$ cat config.mk
export PLATFORM = sky130hd
export DESIGN_NAME = id_ex_stage
export DESIGN_NICKNAME = d
export VERILOG_FILES = /design/src/rtl/id_ex_stage_pkg.sv /design/src/rtl/id_ex_stage_fwd_mux.sv /design/src/rtl/id_ex_stage.sv
export SDC_FILE = /design/constraint.sdc
export NUM_CORES = 1
export LEC_CHECK = 0
export CORE_AREA = 2 2 137 139
export CTS_BUF_LIST = sky130_fd_sc_hd__clkbuf_8
export CTS_CLUSTER_SIZE = 10
export DETAILED_ROUTE_END_ITERATION = 6
export DIE_AREA = 0 0 139 141
export PLACE_DENSITY = 0.74
export SLEW_MARGIN = 25
export SYNTH_ARGS = -nofsm -noshare
export SYNTH_HDL_FRONTEND = slang
export SYNTH_HIERARCHICAL = 1
export SYNTH_SLANG_ARGS = --single-unit
$ cat constraint.sdc
create_clock -name clk -period 2.2 [get_ports clk]
set_input_delay 0.44 -clock clk [delete_from_list [all_inputs] [get_ports clk]]
set_output_delay 0.44 -clock clk [all_outputs]
set_load 0.05 [all_outputs]
$ cat src/rtl/id_ex_stage_pkg.sv
// Shared CPU package: ALU operation codes, ALU control encodings and R-type
// funct constants used by the ID/EX stage and by the ALU.
package id_ex_stage_pkg;

    // ALU operation codes seen by the ALU
    typedef enum logic [2:0] {
        ALU_AND = 3'b000,
        ALU_OR  = 3'b001,
        ALU_ADD = 3'b010,
        ALU_NOR = 3'b100,
        ALU_SUB = 3'b110,
        ALU_SLT = 3'b111
    } alu_op_e;

    // Main-decoder ALU control field
    typedef enum logic [1:0] {
        CTRL_ADD   = 2'b00,
        CTRL_SUB   = 2'b01,
        CTRL_FUNCT = 2'b10,
        CTRL_OR    = 2'b11
    } alu_ctrl_e;

    // R-type funct field values
    localparam logic [5:0] FUNCT_ADD = 6'b100000;
    localparam logic [5:0] FUNCT_SUB = 6'b100010;
    localparam logic [5:0] FUNCT_AND = 6'b100100;
    localparam logic [5:0] FUNCT_OR  = 6'b100101;
    localparam logic [5:0] FUNCT_NOR = 6'b100111;
    localparam logic [5:0] FUNCT_SLT = 6'b101010;

    // Register number that is hard-wired to zero and never forwarded
    localparam logic [4:0] REG_ZERO = 5'd0;

endpackage

$ cat src/rtl/id_ex_stage_fwd_mux.sv
// Operand forwarding selector for one source register of the EX stage.
// EX/MEM has priority over MEM/WB; register 0 is never forwarded.
module fwd_mux
    import id_ex_stage_pkg::*;
(
    input  logic [4:0]  src_reg,
    input  logic [31:0] reg_data,
    input  logic        exm_reg_write,
    input  logic [4:0]  exm_rd,
    input  logic [31:0] exm_result,
    input  logic        mwb_reg_write,
    input  logic [4:0]  mwb_rd,
    input  logic [31:0] mwb_result,
    output logic [31:0] data
);

    logic exm_hit;
    logic mwb_hit;

    assign exm_hit = exm_reg_write && (exm_rd != REG_ZERO) && (exm_rd == src_reg);
    assign mwb_hit = mwb_reg_write && (mwb_rd != REG_ZERO) && (mwb_rd == src_reg);

    // Pick the youngest in-flight producer, else the value read in decode
    always_comb begin
        data = reg_data;
        if (exm_hit) begin
            data = exm_result;
        end else if (mwb_hit) begin
            data = mwb_result;
        end
    end

endmodule

$ cat src/rtl/id_ex_stage.sv
// ID/EX pipeline register with ALU-op decode in front, load-use hazard
// detection, and EX-side operand forwarding.
module id_ex_stage
    import id_ex_stage_pkg::*;
(
    input  logic        clk,
    input  logic        rst,
    input  logic        id_valid,
    input  logic [31:0] id_rs_data,
    input  logic [31:0] id_rt_data,
    input  logic [4:0]  id_rs,
    input  logic [4:0]  id_rt,
    input  logic [4:0]  id_rd,
    input  logic [31:0] id_imm,
    input  logic        id_alu_src,
    input  logic [1:0]  id_alu_ctrl,
    input  logic [5:0]  id_funct,
    input  logic        id_reg_dst,
    input  logic        id_reg_write,
    input  logic        id_mem_read,
    input  logic        id_mem_write,
    input  logic        flush,
    input  logic        exm_reg_write,
    input  logic [4:0]  exm_rd,
    input  logic [31:0] exm_result,
    input  logic        mwb_reg_write,
    input  logic [4:0]  mwb_rd,
    input  logic [31:0] mwb_result,
    output logic [31:0] alu_a,
    output logic [31:0] alu_b,
    output logic [2:0]  alu_op,
    output logic        ex_valid,
    output logic        ex_reg_write,
    output logic        ex_mem_read,
    output logic        ex_mem_write,
    output logic [4:0]  ex_dest,
    output logic [31:0] ex_store_data,
    output logic        ex_illegal,
    output logic        stall_id
);

    alu_op_e     dec_op;
    logic        dec_illegal;
    logic        load_bubble;

    alu_op_e     op_q;
    logic [4:0]  rs_q;
    logic [4:0]  rt_q;
    logic [31:0] rs_data_q;
    logic [31:0] rt_data_q;
    logic [31:0] imm_q;
    logic        alu_src_q;

    logic [31:0] fwd_rs;
    logic [31:0] fwd_rt;

    // Decode ALU control and funct into the ALU op before the register
    always_comb begin
        dec_op      = ALU_ADD;
        dec_illegal = 1'b0;
        unique case (id_alu_ctrl)
            CTRL_ADD: dec_op = ALU_ADD;
            CTRL_SUB: dec_op = ALU_SUB;
            CTRL_OR:  dec_op = ALU_OR;
            default: begin
                case (id_funct)
                    FUNCT_ADD: dec_op = ALU_ADD;
                    FUNCT_SUB: dec_op = ALU_SUB;
                    FUNCT_AND: dec_op = ALU_AND;
                    FUNCT_OR:  dec_op = ALU_OR;
                    FUNCT_NOR: dec_op = ALU_NOR;
                    FUNCT_SLT: dec_op = ALU_SLT;
                    default: begin
                        dec_op      = ALU_ADD;
                        dec_illegal = 1'b1;
                    end
                endcase
            end
        endcase
    end

    // Load-use hazard: a load in EX whose destination a decode source needs
    assign stall_id = ex_valid && ex_mem_read && (ex_dest != REG_ZERO) && id_valid &&
                      ((ex_dest == id_rs) || (ex_dest == id_rt));

    // Flushed, stalled or empty decode slots all enter EX as a bubble
    assign load_bubble = flush || stall_id || !id_valid;

    // Pipeline register: reset and bubble share the same cleared image
    always_ff @(posedge clk) begin
        if (rst || load_bubble) begin
            ex_valid     <= 1'b0;
            ex_reg_write <= 1'b0;
            ex_mem_read  <= 1'b0;
            ex_mem_write <= 1'b0;
            ex_dest      <= '0;
            ex_illegal   <= 1'b0;
            op_q         <= ALU_ADD;
            rs_q         <= '0;
            rt_q         <= '0;
            rs_data_q    <= '0;
            rt_data_q    <= '0;
            imm_q        <= '0;
            alu_src_q    <= 1'b0;
        end else begin
            ex_valid     <= 1'b1;
            ex_reg_write <= id_reg_write;
            ex_mem_read  <= id_mem_read;
            ex_mem_write <= id_mem_write;
            ex_dest      <= id_reg_dst ? id_rd : id_rt;
            ex_illegal   <= dec_illegal;
            op_q         <= dec_op;
            rs_q         <= id_rs;
            rt_q         <= id_rt;
            rs_data_q    <= id_rs_data;
            rt_data_q    <= id_rt_data;
            imm_q        <= id_imm;
            alu_src_q    <= id_alu_src;
        end
    end

    assign alu_op = op_q;

    fwd_mux u_fwd_rs (
        .src_reg       (rs_q),
        .reg_data      (rs_data_q),
        .exm_reg_write (exm_reg_write),
        .exm_rd        (exm_rd),
        .exm_result    (exm_result),
        .mwb_reg_write (mwb_reg_write),
        .mwb_rd        (mwb_rd),
        .mwb_result    (mwb_result),
        .data          (fwd_rs)
    );

    fwd_mux u_fwd_rt (
        .src_reg       (rt_q),
        .reg_data      (rt_data_q),
        .exm_reg_write (exm_reg_write),
        .exm_rd        (exm_rd),
        .exm_result    (exm_result),
        .mwb_reg_write (mwb_reg_write),
        .mwb_rd        (mwb_rd),
        .mwb_result    (mwb_result),
        .data          (fwd_rt)
    );

    // Stores always need the real rt value, even when B is the immediate
    assign alu_a         = fwd_rs;
    assign alu_b         = alu_src_q ? imm_q : fwd_rt;
    assign ex_store_data = fwd_rt;

endmodule

Word level (Yosys, flattened, before mapping)
Cells that the tools add are included.
{"block": "word_totals", "ff_bits": 120, "inputBits": 204, "wordCells": 58}
{"block": "classes", "n_eq_ne": 14, "muxes": 10, "reduce_logical": 21}
{"op": "2-to-1 mux 32 bit", "count": 5}
{"op": "== test 6 bit (second input constant)", "count": 6}
{"op": "== test 5 bit", "count": 6}
{"op": "one-hot mux 3 bit (5 select lines)", "count": 1}
{"op": "nonzero test 5 bit", "count": 3}
{"op": "logical AND 1 bit", "count": 10}
{"op": "one-hot mux 3 bit (3 select lines)", "count": 1}
{"op": "OR reduction 6 bit", "count": 1}
{"op": "2-to-1 mux 5 bit", "count": 1}
{"op": "logical OR 1 bit", "count": 4}
{"op": "OR reduction 4 bit", "count": 1}
{"op": "== test 2 x 1 -> 1 bit (second input constant)", "count": 1}
{"op": "== test 2 bit (second input constant)", "count": 1}
{"op": "zero test 2 bit", "count": 1}
{"op": "2-to-1 mux 1 bit", "count": 2}
{"op": "zero test 1 bit", "count": 1}

Longest topological paths before layout
Gate-level depths: netlist (run 1).
{"block": "depth", "word_depth": 8, "ltp_mapped": 7, "depth_no_buf": 5}

Hierarchy
The synthesis (run 1) kept the hierarchy.
{"mod": "id_ex_stage", "n_inst": 1, "cells_per_inst": 333, "area_each_um2": 3928.8, "seq_area_each_um2": 2402.3}
{"mod": "fwd_mux", "n_inst": 2, "cells_per_inst": 185, "area_each_um2": 1167.4, "seq_area_each_um2": 0.0}

Worst setup path after synthesis (run 1)
No wires, ideal clock.
{"block": "synth_timing", "path_kind": "input -> output", "from": "input port mwb_rd[1]", "to": "output port alu_b[10]", "arrival_time_ns": 2.817, "required_time_ns": 1.760, "slack_ns": -1.057, "path_stages": 6, "path_buffers": 1, "cell_sequence": "nor4_1 > o21a_1 > buf_1 > o31ai_1 > a31oi_1 > mux2_2"}
{"block": "synth_between", "elab_chain_cells": 6, "word_cells_on_any_way": 7, "cone_classes": "eq/ne: 1; mux: 3; reduce/logical: 3"}
{"element": "from (decl)", "line": "id_ex_stage.sv:27", "text": "input logic [4:0] mwb_rd,"}
{"element": "nonzero test 5 bit", "line": "id_ex_stage_fwd_mux.sv:21", "text": "assign mwb_hit = mwb_reg_write && (mwb_rd != REG_ZERO) && (mwb_rd == src_reg);"}
{"element": "logical AND 1 bit", "line": "id_ex_stage_fwd_mux.sv:21"}
{"element": "logical AND 1 bit *", "line": "id_ex_stage_fwd_mux.sv:21"}
{"element": "2-to-1 mux 32 bit *", "line": "id_ex_stage_fwd_mux.sv:28", "text": "end else if (mwb_hit) begin"}
{"element": "2-to-1 mux 32 bit *", "line": "id_ex_stage_fwd_mux.sv:26", "text": "if (exm_hit) begin"}
{"element": "via ex_store_data[10]", "line": "id_ex_stage.sv:37", "text": "output logic [31:0] ex_store_data,"}
{"element": "2-to-1 mux 32 bit *", "line": "id_ex_stage.sv:150", "text": "assign alu_b = alu_src_q ? imm_q : fwd_rt;"}
{"element": "to (decl)", "line": "id_ex_stage.sv:30", "text": "output logic [31:0] alu_b,"}
The timed path passes the listed nets; every way through them passes the cells marked *.

Final worst setup path (run 1)
{"block": "layout_timing", "from": "register rt_q[0]", "to": "output port alu_b[31]"}
{"block": "layout_between", "elab_chain_cells": 5, "word_cells_on_any_way": 7, "cone_classes": "eq/ne: 2; mux: 3; reduce/logical: 2"}
{"element": "from (decl)", "line": "id_ex_stage.sv:48", "text": "logic [4:0] rt_q;"}
{"element": "from (signal assigned)", "line": "id_ex_stage.sv:114", "text": "rt_q <= id_rt;"}
{"element": "== test 5 bit", "line": "id_ex_stage_fwd_mux.sv:21"}
{"element": "logical AND 1 bit", "line": "id_ex_stage_fwd_mux.sv:21"}
{"element": "2-to-1 mux 32 bit", "line": "id_ex_stage_fwd_mux.sv:28"}
{"element": "2-to-1 mux 32 bit *", "line": "id_ex_stage_fwd_mux.sv:26"}
{"element": "2-to-1 mux 32 bit *", "line": "id_ex_stage.sv:150"}
Every way passes the cells marked *; elsewhere a longest branch is shown, timed or not.

==> impl_results.md, run 1 <==
- Final worst slack: -0.757 ns
- Critical path data required time: 1.76 ns
- CTS root buffer: clkbuf_8
- Clock Sinks: 120
- Tot GR Track Use: 0.330
- Post-synth top area cell: dfxtp_1
- Syn_nets: 907
- Clock tree from TritonCTS: built
- CP endpoint kind: primary output
- Worst-skew pair later-pin latency: 0.46 ns
- Placed insts: 1336
- Overflow left after global routing: 0
- M2 GR Usage: 0.561
- Placed cell areas: 0.0123 mm^2
- Row count: 50
- Drt via density: 5.88
- Max Fclk: 338 MHz
- Met3 Use GR: 0.0975
- Maxcap violations: 0
- Synth Instances: 703
- Clock Power Share: 0.316
- Clock Skew: 0.0159 ns
- Setup violators final: 96
- Yosys warns: 6
- Power Internal: 4.58 mW
- DR pass1 iterations: 5
- Comb power frac: 0.357
- Final Hold Violating Endpoints: 0
- CP max-delay cell: nor4_1
- Unique masters post-synth: 35
- Top cell type's share of synthesized area: 0.384
- Area of the mapped netlist: 0.00626 mm^2
- Hold Startpoint: id_mem_write
- Final wirelength: 36.0 mm
- Final hold slack: 0.535 ns
- Net Sw Power: 2.37 mW
- Chip Height: 141 um
- Count leader, synth: dfxtp_1
- WS Path Type: reg2out
- Post-route cell area: 0.0153 mm^2
- Fin crit share: 1.34
- Clock Pin Slew Worst Setup and Hold Paths: 0.08 ns
- Final Slew Violations: 0
- Syn Area/Cell: 8.91 um^2
- Core box area: 0.0183 mm^2
- Post-layout min period: 2.96 ns
- Maximum vdd drop: 411 uV
- Antenna violations before repair: 1
- CTS HTree Levels: 4
- Sw Ratio: 0.341
- Actual slew at the worst max-slew pin: 0.527 ns
- RSZ-0062 raised after global routing: yes
- WP buf/inv: 3
- Vias in the first global route: 8332
- Top FF cell, synth: dfxtp_1
- CP startpoint kind: register
- HPWL Detailed: 21.4 mm
- R2R setup slack: 0.46 ns
- Largest cells by area after synthesis: dfxtp_1 (38%), and2_1 (11%), o31ai_1 (7.7%), nor4_1 (6.6%), nand4_1 (6.5%)
- Slew margin rel.: 0.648
- WL/cell: 26.0 um
- TNS Setup: -53.41 ns
- Post-synthesis sequential area ratio: 0.384
- Layout area overhead: 144%
- Yosys reg bits: 120
- Top post-synthesis cells by count: dfxtp_1 (120), and2_1 (115), nor4_1 (66), nand4_1 (65)
- Number of synthesized flops with an enable pin: 0
- First-pass GRT wire length: 49.0 mm
- Delay-heaviest family, CP: buffers and inverters
- Layout cells sized above 1: 0.518
- Status: finished, violations left
- Nets: 1343
- Static Leakage: 5.36 nW
- Ys async rst share: 0
- # DRC: 0
- Critical-path cell list: xnor2_2 > nand3_2 > buf_4 > nor4_1 > buf_4 > a31oi_4 > mux2_4 > buf_12
- Routability Congestion: 0.904
- Initial Util: 0.343
- IO Pins: 314
- Most used cell, CP: buf_4
- Worst Hold Endpoint: ex_mem_write$_SDFF_PP0_
- Busiest grt layer: met2
- Antenna viol nets, final: 0
- Worst EP arrival: 2.52 ns
- DR vias: 8150
- Die X-Extent: 139 um
- Met1 Usage GRT: 0.376
- Hold Crit Depth: 2
- Largest net degree at the start of global routing: 90
- # port buffers: 313
- Crit-path max FO: 11
- Flop pwr share: 0.327
- DRT iter0 DRCs: 570
- Hold Path Class: in2reg
- CTS buffer count: 17
- Worst-case clock buffer depth: 2
- Critical Path Max Stage Delay: 0.43 ns
- PD cells: 455 mW/mm^2
- FF-to-FF path depth: 7
- Violated checks: negative setup slack
- Die area: 0.0196 mm^2
- Reg2Reg Capture Point: rt_data_q[14]$_SDFF_PP0_
- Cell Count, Final, Fillers Out: 1387
- R2R Path Start: ex_dest[4]$_SDFF_PP0_
[worst register-to-register path, stage by stage (launching register included)]
cell	delay [ns]
dfxtp_1	0.43
xnor2_1	0.11
nand3_1	0.11
o22ai_2	0.09
buf_4	0.15
a21oi_4	0.20
buf_12	0.32
and2_1	0.24
[through the flow]
stage | setup slack (ns) | utilization | power (mW)
after detailed placement | -1.08 | 0.672 | 4.18
final | -0.757 | 0.836 | 6.94
after global routing | -0.798 | 0.836 | 7.12
after floorplan | -0.457 | - | 3.15
after global placement | -1.02 | 0.672 | 4.16
after CTS | -0.672 | 0.788 | 6.68
[cells by family after synthesis]
logic type / after synthesis / share of synthesized area
muxes: 37 / 0.0655
DFF: 120 / 0.384
and+or+nand+nor: 290 / 0.283
AOI/OAI and AO/OA: 145 / 0.163
xor gates and xnor gates: 26 / 0.0364
buffers and inverters: 85 / 0.0685
[registers in the layout (all words and copies together) (netlist names), 3 cells and up]
name / flops
rt_data_q: 32
rs_q: 5
rt_q: 5
alu_op: 3
rs_data_q: 32
ex_dest: 5
imm_q: 32
[power by group through the flow]
stage,clock (mW),combinational (mW),sequential (mW)
CTS,2.19,2.23,2.27
global route,2.30,2.55,2.28
global placement,0,1.86,2.30
finish,2.19,2.48,2.27
detailed placement,0,1.88,2.30
floorplan,0,0.836,2.32
[area by class of cell]
cell class	count	area, um^2
well taps	234	293
diodes	1	2.50
multi-input cells	499	6190
repair buffers	500	5930
clock inverters	14	171
flip-flops and latches	120	2420
clock buffers	18	248
inverters	1	3.75
fillers	909	3000
[layout by cell type, fill, tap and decap left out, types with 9 or more instances in the layout]
master           Yosys  layout
dfxtp_1            120     108
xnor2_1             26      12
nor4_2               0      49
buf_12               0      75
dfxtp_2              0       9
and2_1             115     111
nand2_1             11      10
nor4_4               0      13
clkdlybuf4s50_1      0     201
clkbuf_8             0      18
mux2_4               0      32
buf_6               12      81
buf_8                0      28
buf_4                2      92
a31oi_4              0      64
o31ai_4              0      62
nand4_1             65      65
[per-layer routing]
layer,vias up,share of wire
met3,132,0.088
met4,0,0.049
met1,3920,0.36
li1,3558,-
met5,-,0
met2,540,0.50
[repair_timing]
item | in CTS | in global routing
pin swaps | 83 | 82
gates cloned | 13 | 4
hold buffers | 0 | 0
buffers inserted | 17 | 23
resized for setup | 306 | 157
hold endpoints to repair | 0 | 0
setup endpoints to repair | 99 | 100
[worst max path at each step]
stage	endpoint	cells after the start	startpoint	slack, ns
2_1_floorplan	alu_b[0]	7	exm_rd[0]	-0.46
3_3_place_gp	alu_a[7]	7	mwb_rd[0]	-1.02
3_5_place_dp	alu_a[23]	7	mwb_rd[0]	-1.08
4_1_cts	alu_b[2]	8	rt_q[0]$_SDFF_PP0_	-0.67
5_1_grt	alu_b[31]	8	rt_q[2]$_SDFF_PP0_	-0.80
6_report	alu_b[31]	8	rt_q[0]$_SDFF_PP0_	-0.76
No activity file was read; power rests on OpenSTA's default activity.
==> run 2: changes to the inputs <==
- CTS_CLUSTER_DIAMETER: not set -> 60
==> results of run 2 <==
The final DEF is identical to that of run 1; final timing and power are the same.
==> run 3: changes to the inputs <==
- ABC_AREA: not set -> 1
- CORE_AREA: 2 2 137 139 -> 2 2 139 141
- DIE_AREA: 0 0 139 141 -> 0 0 141 143
- PLACE_DENSITY: 0.74 -> 0.73
- SYNTH_HIERARCHICAL: 1 -> not set
==> run 3 against run 2 <==
  * The run still ends with negative setup slack left
  * Largest power group is now sequential cells
  * Maximum frequency up 15%
  * Clock-buffer cell count down 1
  * Global-route usage down 5.6 points
  * Register-to-register slack better by 0.16 ns
  * Critical endpoint is now ex_store_data[5]
  * First-iteration DRC count down 21%
  * Critical path depth up 2
  * Non-clock buffer count down 112
  * Clock skew down 0.0075 ns
  * Via count down 2.0%
  * Synthesized cell count up 43%
  * Synthesized area up 3.0%
==> impl_results.md, run 3 <==
- Tot GR Track Use: 0.273
- DRT iter0 DRCs: 451
- DR pass1 iterations: 5
- Yosys reg bits: 120
- Unique masters post-synth: 33
- CP endpoint kind: primary output
- Post-layout min period: 2.58 ns
- Yosys warns: 0
- Most frequent cells in the layout: inv_1 (217), clkdlybuf4s50_1 (200), nor2_1 (136)
- Final hold slack: 0.273 ns
- HPWL Detailed: 18.8 mm
- Reg2Reg Capture Point: rt_data_q[12]$_SDFF_PP0_
- WL/cell: 18.9 um
- # DRC: 0
- Commonest non-fill, non-tap cell in the layout: inv_1
- Row count: 50
- Layout area overhead: 106%
- Top post-synthesis cells by count: inv_1 (219), nand3_1 (168), nand2_1 (148), nor2_1 (137), dfxtp_1 (120)
- Post-synthesis sequential area ratio: 0.372
- Clock Pin Slew Worst Setup and Hold Paths: 0.08 ns
- Max Fclk: 388 MHz
- Worst setup endpoint: ex_store_data[5]
- Post-synth top area cell: dfxtp_1
- Largest cells by area after synthesis: dfxtp_1 (37%), nand3_1 (13%), inv_1 (13%), nand2_1 (8.6%), nor2_1 (8.0%)
- Antenna cells: 0
- FF-to-FF path depth: 8
- CTS buffer count: 17
- Worst-case clock buffer depth: 2
- Critical path data required time: 1.76 ns
- PD cells: 443 mW/mm^2
- Layout cells sized above 1: 0.357
- Overflow left after global routing: 0
- DR vias: 7984
- Actual slew at the worst max-slew pin: 0.556 ns
- Largest net degree at the start of global routing: 34
- Vias in the first global route: 7708
- Routability Congestion: 0.942
- Area of the mapped netlist: 0.00645 mm^2
- Synth Instances: 1002
- TNS Setup: -30.48 ns
- Slew margin rel.: 0.629
- Syn Area/Cell: 6.44 um^2
- CP startpoint kind: register
- Clock Skew: 0.00836 ns
- Clock Sinks: 120
- CTS root buffer: clkbuf_8
- Top FF cell, synth: dfxtp_1
- Post-placement setup slack: -0.650 ns
- Core box area: 0.0186 mm^2
- Final Slew Violations: 0
- Maxcap violations: 0
- Worst-skew pair later-pin latency: 0.43 ns
- Hold Crit Depth: 3
- # port buffers: 313
- Static Leakage: 6.32 nW
- Wl on met1: 11.6 mm
- Top Layer Used: met4
- Drt via density: 5.00
- Met3 wire length: 2.37 mm
- Antenna violations before repair: 1
- WS Path Type: reg2out
- Initial Util: 0.347
- Worst EP arrival: 2.14 ns
- CTS HTree Levels: 4
- Worst Setup SP: rt_q[0]$_SDFF_PP0_
- R2R Path Start: ex_dest[3]$_SDFF_PP0_
- Chip Height: 143 um
- Nets: 1557
- Fin crit share: 1.17
- Ys async rst share: 0
- Die area: 0.0202 mm^2
- Count leader, synth: inv_1
- R2R setup slack: 0.62 ns
- First-pass GRT wire length: 42.2 mm
- Clock tree from TritonCTS: built
- Final worst slack: -0.377 ns
- WL met2: 15.2 mm
- Final Hold Violating Endpoints: 0
- Top cell type's share of synthesized area: 0.372
- IO Pins: 314
- Violated checks: negative setup slack
- RSZ-0062 raised after global routing: yes
- Maximum vdd drop: 330 uV
- Crit-path max FO: 7
- Syn_nets: 1206
- Final wirelength: 30.1 mm
- Die X-Extent: 141 um
- Setup violators final: 96
- Biggest regs: imm_q (32), rs_data_q (32), rt_data_q (32)
- Antenna viol nets, final: 0
- Number of synthesized flops with an enable pin: 0
- Hold Path Class: in2reg
- Status: finished, violations left
==> run 3: stage by stage <==
stage / power [mW] / utilization / instances / cell area, um^2
floorplan: 2.99 / - / 1002 / 6460
global placement: 3.84 / 0.571 / 1536 / 10600
detailed placement: 3.85 / 0.571 / 1536 / 10600
CTS: 5.77 / 0.667 / 1590 / 12400
global route: 6.10 / 0.716 / 1597 / 13300
finish: 5.89 / 0.716 / 1597 / 13300
==> run 3: cells by family after synthesis <==
family | Yosys count | synth area share
simple gates | 534 | 0.378
buf+inv | 276 | 0.176
flops | 120 | 0.372
compound gates | 47 | 0.0392
xor+xnor | 25 | 0.0339
==> run 3: repair_timing <==
action / CTS / global route
resized for setup: 302 / 180
hold buffers: 0 / 0
setup buffers: 13 / 2
pin swaps: 35 / 45
endpoints found under the setup margin: 97 / 98
gates cloned: 12 / 6
==> run 3: routing by layer <==
layer,track usage,vias up
li1,-,3748
met5,0,-
met4,0.0958,0
met3,0.0614,80
met1,0.329,3731
met2,0.482,425
==> run 3: how the worst min path moves through the flow <==
stage	startpoint	to	slack [ns]
finish	id_rs[3]	rs_q[3]$_SDFF_PP0_	0.27
global route	id_rs[3]	rs_q[3]$_SDFF_PP0_	0.29
CTS	id_imm[5]	imm_q[5]$_SDFF_PP0_	0.49
detailed placement	ex_mem_read$_SDFF_PP0_	ex_mem_write$_SDFF_PP0_	0.90
global placement	ex_mem_read$_SDFF_PP0_	ex_reg_write$_SDFF_PP0_	0.91
floorplan	id_alu_src	alu_src_q$_SDFF_PP0_	0.55
==> run 3: worst max-delay path, cell delays in order, from the launching register on <==
cell	delay (ns)
dfxtp_2	0.35
xnor2_2	0.18
nand2_2	0.08
nor2_4	0.19
nand3_4	0.10
buf_12	0.16
clkbuf_16	0.16
nand2_1	0.05
nand3_1	0.09
and2_1	0.18
buf_12	0.15
==> run 3: where the power goes <==
| group | leakage (nW) | switching (mW) | internal (mW) |
|---|---|---|---|
| clock | 0.175 | 0.887 | 0.851 |
| combinational | 5.16 | 0.967 | 0.930 |
| sequential | 0.981 | 0.0289 | 2.23 |
| total | 6.32 | 1.88 | 4.01 |
==> run 3: cell type report <==
class | instances | area [um^2]
Timing Repair Buffer | 388 | 5080
Clock buffer | 17 | 234
Fill cell | 1334 | 5270
Multi-Input combinational cell | 606 | 4360
Clock inverter | 12 | 91.3
Sequential cell | 120 | 2420
Tap cell | 234 | 293
Inverter | 220 | 826
